## src/rtl/morse_key_sequencer.sv

```systemverilog
// Morse key timing sequencer: walks an external dot/dash tree, commits letters.
// Optional MORSE_KEY_SYNC_EN adds a two-flop synchronizer on key.
module morse_key_sequencer #(
  parameter int DASH_UNITS = 2,
  parameter int LETTER_GAP = 3,
  parameter int WORD_GAP   = 7,
  parameter int CNT_W      = 4
) (
  input  logic       clk,
  input  logic       rst_n,
  input  logic       tick,
  input  logic       key,
  output logic [5:0] cur_state,
  input  logic [5:0] dot_next,
  input  logic [5:0] dash_next,
  output logic [5:0] letter_code,
  output logic       letter_err,
  output logic       letter_valid,
  input  logic       letter_ready,
  output logic       word_valid,
  output logic       overflow,
  output logic       busy
);

  typedef enum logic [1:0] {
    IDLE,
    PRESS,
    GAP,
    WORDWAIT
  } state_t;

  localparam logic [CNT_W-1:0] DASH_C = CNT_W'(DASH_UNITS);
  localparam logic [CNT_W-1:0] LGAP_C = CNT_W'(LETTER_GAP);
  localparam logic [CNT_W-1:0] WGAP_C = CNT_W'(WORD_GAP);
  localparam logic [5:0]       ERR_C  = 6'b101000;

  state_t           state_q, state_d;
  logic [CNT_W-1:0] cnt_q, cnt_d, cnt_inc;
  logic [5:0]       cur_q, cur_d;
  logic             commit, word_d;
  logic             key_i;

`ifdef MORSE_KEY_SYNC_EN
  logic key_s1, key_s2;

  always_ff @(posedge clk or negedge rst_n) begin
    if (!rst_n) begin
      key_s1 <= 1'b0;
      key_s2 <= 1'b0;
    end else begin
      key_s1 <= key;
      key_s2 <= key_s1;
    end
  end

  assign key_i = key_s2;
`else
  assign key_i = key;
`endif

  // saturating increment
  assign cnt_inc = (cnt_q == '1) ? cnt_q : cnt_q + 1'b1;

  always_comb begin
    state_d = state_q;
    cnt_d   = cnt_q;
    cur_d   = cur_q;
    commit  = 1'b0;
    word_d  = 1'b0;
    unique case (state_q)
      IDLE: begin
        cnt_d = '0;
        cur_d = '0;
        if (key_i) state_d = PRESS;
      end
      PRESS: begin
        // release wins over a coincident tick
        if (!key_i) begin
          cur_d   = (cnt_q < DASH_C) ? dot_next : dash_next;
          cnt_d   = '0;
          state_d = GAP;
        end else if (tick) begin
          cnt_d = cnt_inc;
        end
      end
      GAP: begin
        if (key_i) begin
          cnt_d   = '0;
          state_d = PRESS;
        end else if (tick) begin
          cnt_d = cnt_inc;
          if (cnt_inc == LGAP_C) begin
            commit  = 1'b1;
            cur_d   = '0;
            state_d = WORDWAIT;
          end
        end
      end
      WORDWAIT: begin
        if (key_i) begin
          cnt_d   = '0;
          state_d = PRESS;
        end else if (tick) begin
          cnt_d = cnt_inc;
          if (cnt_inc >= WGAP_C) begin
            word_d  = 1'b1;
            state_d = IDLE;
          end
        end
      end
      default: state_d = IDLE;
    endcase
  end

  always_ff @(posedge clk or negedge rst_n) begin
    if (!rst_n) begin
      state_q <= IDLE;
      cnt_q   <= '0;
      cur_q   <= '0;
    end else begin
      state_q <= state_d;
      cnt_q   <= cnt_d;
      cur_q   <= cur_d;
    end
  end

  always_ff @(posedge clk or negedge rst_n) begin
    if (!rst_n) begin
      letter_code  <= '0;
      letter_err   <= 1'b0;
      letter_valid <= 1'b0;
      word_valid   <= 1'b0;
      overflow     <= 1'b0;
    end else begin
      word_valid <= word_d;
      if (commit && (!letter_valid || letter_ready)) begin
        letter_code  <= cur_q;
        letter_err   <= (cur_q == ERR_C);
        letter_valid <= 1'b1;
      end else if (commit) begin
        overflow <= 1'b1;
      end else if (letter_valid && letter_ready) begin
        letter_valid <= 1'b0;
      end
    end
  end

  assign cur_state = cur_q;
  assign busy      = (state_q != IDLE);

endmodule

```

## config.mk

```make
export PLATFORM = sky130hd
export DESIGN_NAME = morse_key_sequencer
export DESIGN_NICKNAME = d
export VERILOG_FILES = /design/src/rtl/morse_key_sequencer.sv
export SDC_FILE = /design/constraint.sdc
export NUM_CORES = 1
export LEC_CHECK = 0
export BUFFER_PORTS_ARGS = -buffer_cell sky130_fd_sc_hd__buf_2
export CORE_MARGIN = 2
export CORE_UTILIZATION = 45
export DETAILED_ROUTE_END_ITERATION = 7
export PLACE_DENSITY = 0.74
export SLEW_MARGIN = 15
export SYNTH_ARGS = -nofsm -noshare
export SYNTH_HDL_FRONTEND = slang
export SYNTH_SLANG_ARGS = --single-unit
```

## constraint.sdc

```tcl
create_clock -name clk -period 1.8 [get_ports clk]
set_input_delay 0.27 -clock clk [delete_from_list [all_inputs] [get_ports clk]]
set_output_delay 0.27 -clock clk [all_outputs]
set_load 0.01 [all_outputs]
```

==> impl_results.md <==
* Vias in the first global route at 903
* Hold Crit Start: key
* Most common cell in the netlist: dfrtp_1
* Pin count of the biggest net entering global routing at 23
* Fin. Hold Viols at 0
* Netlist Area Pre-Place at 1115 µm²
* Yosys reg bits at 22
* Layout cell share with drive strength beyond 1 at 0.3986
* Synth Instances at 101
* Global-route wire length before repair at 3884 µm
* EDFF count, synth at 0
* Critical Path RT at 2010 ps
* R2R Setup Slk at 60 ps
* Relative slew margins at 0.6699
* Compound-Gate Fraction of Synth Area at 0.1358
* Die width at 53.78 µm
* Routed via count at 933
* Fin cells at 173
* Total grt overflow at 0
* Hold WS at 178.5 ps
* Fin area at 1413 µm²
* Area grow syn2layout at 26.71%
* DRT Pass-1 Iters at 5
* Top FF cell, synth: dfrtp_1
* Worst clock skew at 8.361 ps
* DP Wirelength at 1812 µm
* Reg clk slew, reported paths at 120 ps
* Post-synthesis sequential area ratio at 0.4938
* FFs w/ async S/R, synth at 1.000
* Post-Synth Adder-Cell Area at 0.01122
* Detailed Route Iter0 Violations at 17
* Reg2Reg Capture Point: letter_code[4]$_DFFE_PN0P_
* Ranking of synthesized cells by area: dfrtp_1 49%, mux2_2 7.1%, mux2i_1 5.4%
* CP arrival at 1950 ps
* Lkg Pwr at 0.7484 nW
* Port bufs at 33
* Critical path capture point type: register
* Via-to-Cell Ratio at 5.393
* Drt wl/cell at 13.76 µm
* Post-synthesis xor/xnor area fraction at 0.01571
* RSZ-0062 raised after global routing: yes
* Count of max-cap constraint violations at 0
* Die height at 53.78 µm
* Place WS at 80.91 ps
* Initial antenna violation count at 0
* Syn avg cell area at 11.04 µm²
* GRT Util Overall at 0.1858
* Maximum vdd drop at 0.4457 mV
* Final Cycle Share at 0.9686
* # setup viols final at 0
* Worst r2r path cells at 5
* Initial core utilization at 0.4626
* Cell variety after synth at 33
* Simple-Gate Fraction of Synth Area at 0.1751
* Routed WL at 2381 µm
* Ratio of total power to cell area at 774.0 nW/µm²
* HP Class: in2reg
* Post-Syn Nets at 119
* Share of the synthesized area in the top cell type at 0.4938
* Final design utilization at 0.5862
* Highest Clock Rate at 573.6 MHz
* R2R Path Start: cnt_q[1]$_DFF_PN0_
* GPL Wtd Cong at 0.8200
* Cell row count at 18
* Hold Path Depth at 2
* Depth of the CTS H-tree at 1
* Critical path class: reg2reg
* CTS tree: done
* DRC viols at 0
* Clk sink count at 22
* Core area at 2410 µm²
* Tmin final at 1744 ps
* Placed Cells at 168
* Synth Warn # at 0
* CTS Buf Count at 3
* Cell taking the most area after synthesis: dfrtp_1
* Nets at 162
* Top cells by count, synth: 22 x dfrtp_1, 12 x nand2_1, 10 x inv_1, 7 x mux2_2
* Status: completed
* Startpoint Class: register
* Die area at 2892 µm²
* Hold worst-path end: word_valid$_DFF_PN0_
* Clk root buf: clkbuf_4
* Max-slew violations at 0
* Placement Cell Area at 1344 µm²
* Worst setup margin at 56.47 ps
* CTS max path bufs at 2
* Largest family of logic cells by synthesized area: simple AND/OR/NAND/NOR gates
* Ant diodes at 0
* Portion of netlist area occupied by mux cells at 0.1246
* Fill cells at 213
* Crit path max fanout at 7
* Clk_lat worst skew at 300 ps
* Antenna viol nets, final at 0
* Io pins at 34
* Slew @ Worst Pin at 495.1 ps
## registers in the layout (all words and copies together) (netlist names)
register and cells:
cur_state 6, letter_code 6, cnt_q 4, state_q 2, letter_err 1, letter_valid 1
overflow 1, word_valid 1
## kinds of logic (layout without fill, tap and decap cells)
kind of cell / Yosys count / in the layout
AO/OA/AOI/OAI: 19 / 19
XOR/XNOR: 2 / 2
adder cells (fa/ha/maj): 1 / 1
buffers and inverters: 11 / 53
flip-flops: 22 / 22
multiplexers: 13 / 13
AND/OR/NAND/NOR: 33 / 33
## placed cells by master, fill, tap and decap left out, types with 2 or more instances in the layout
cell type and count:
dfrtp_1 22, mux2_2 6, nand4_1 2, buf_4 5, inv_1 10, a21oi_1 4, nor2_1 4, nand2b_1 2
o221ai_1 5, mux2i_1 6, buf_2 33, nand2_1 12, nor3_1 3, clkbuf_4 3, nand3_1 2
## through the flow
step                power, mW  setup TNS, ps
finish                  1.093              0
detailed placement     0.8255              0
global route            1.158         -319.4
global placement       0.8180              0
floorplan              0.7157              0
CTS                     1.097              0
## what timing repair did
item                                    in CTS  in global routing
gates resized for setup                      0                  4
endpoints found under the hold margin       22                  0
buffers inserted                             0                  0
hold buffers                                 1                  0
endpoints found under the setup margin       0                 10
## how the worst max path moves through the flow
stage                             startpoint                          to  slack (ps)  depth (start not counted)
after floorplan           cnt_q[0]$_DFF_PN0_  letter_code[0]$_DFFE_PN0P_          50                          5
after global placement    cnt_q[0]$_DFF_PN0_      state_q[0]$_DFFE_PN0P_         130                          6
after detailed placement  cnt_q[0]$_DFF_PN0_  letter_code[5]$_DFFE_PN0P_          80                          5
after CTS                 cnt_q[0]$_DFF_PN0_      state_q[0]$_DFFE_PN0P_          70                          6
after global routing      cnt_q[1]$_DFF_PN0_  letter_code[4]$_DFFE_PN0P_         -60                          5
final                     cnt_q[1]$_DFF_PN0_  letter_code[4]$_DFFE_PN0P_          60                          5
## where the power goes
part,internal [mW],switching [mW]
Sequential,0.542,0.0443
Clock,0.123,0.144
Combinational,0.114,0.126
Total,0.780,0.314
## worst max-delay path, cell delays in order, from the launching register on
cell and delay (ps):
dfrtp_1 430, ha_4 290, nand3b_1 130, nor4_4 290
nand3_4 180, mux2_4 320
## final cells by class
class	count	area (µm²)	share of cell area
clock buffer	4	36.28	0.02569
inverter	10	37.54	0.02657
multi-input combinational	68	538.0	0.3809
sequential	22	550.5	0.3897
tap	30	37.54	0.02657
timing repair buffer	39	212.7	0.1506
## routing by layer
metal	global-route usage	vias up	part of all wire
met4	0.09829	0	0.0059
met5	0	-	0
li1	-	450	-
met1	0.2310	450	0.43
met2	0.3049	31	0.51
met3	0.03333	2	0.049
No activity file was read; power rests on OpenSTA's default activity.
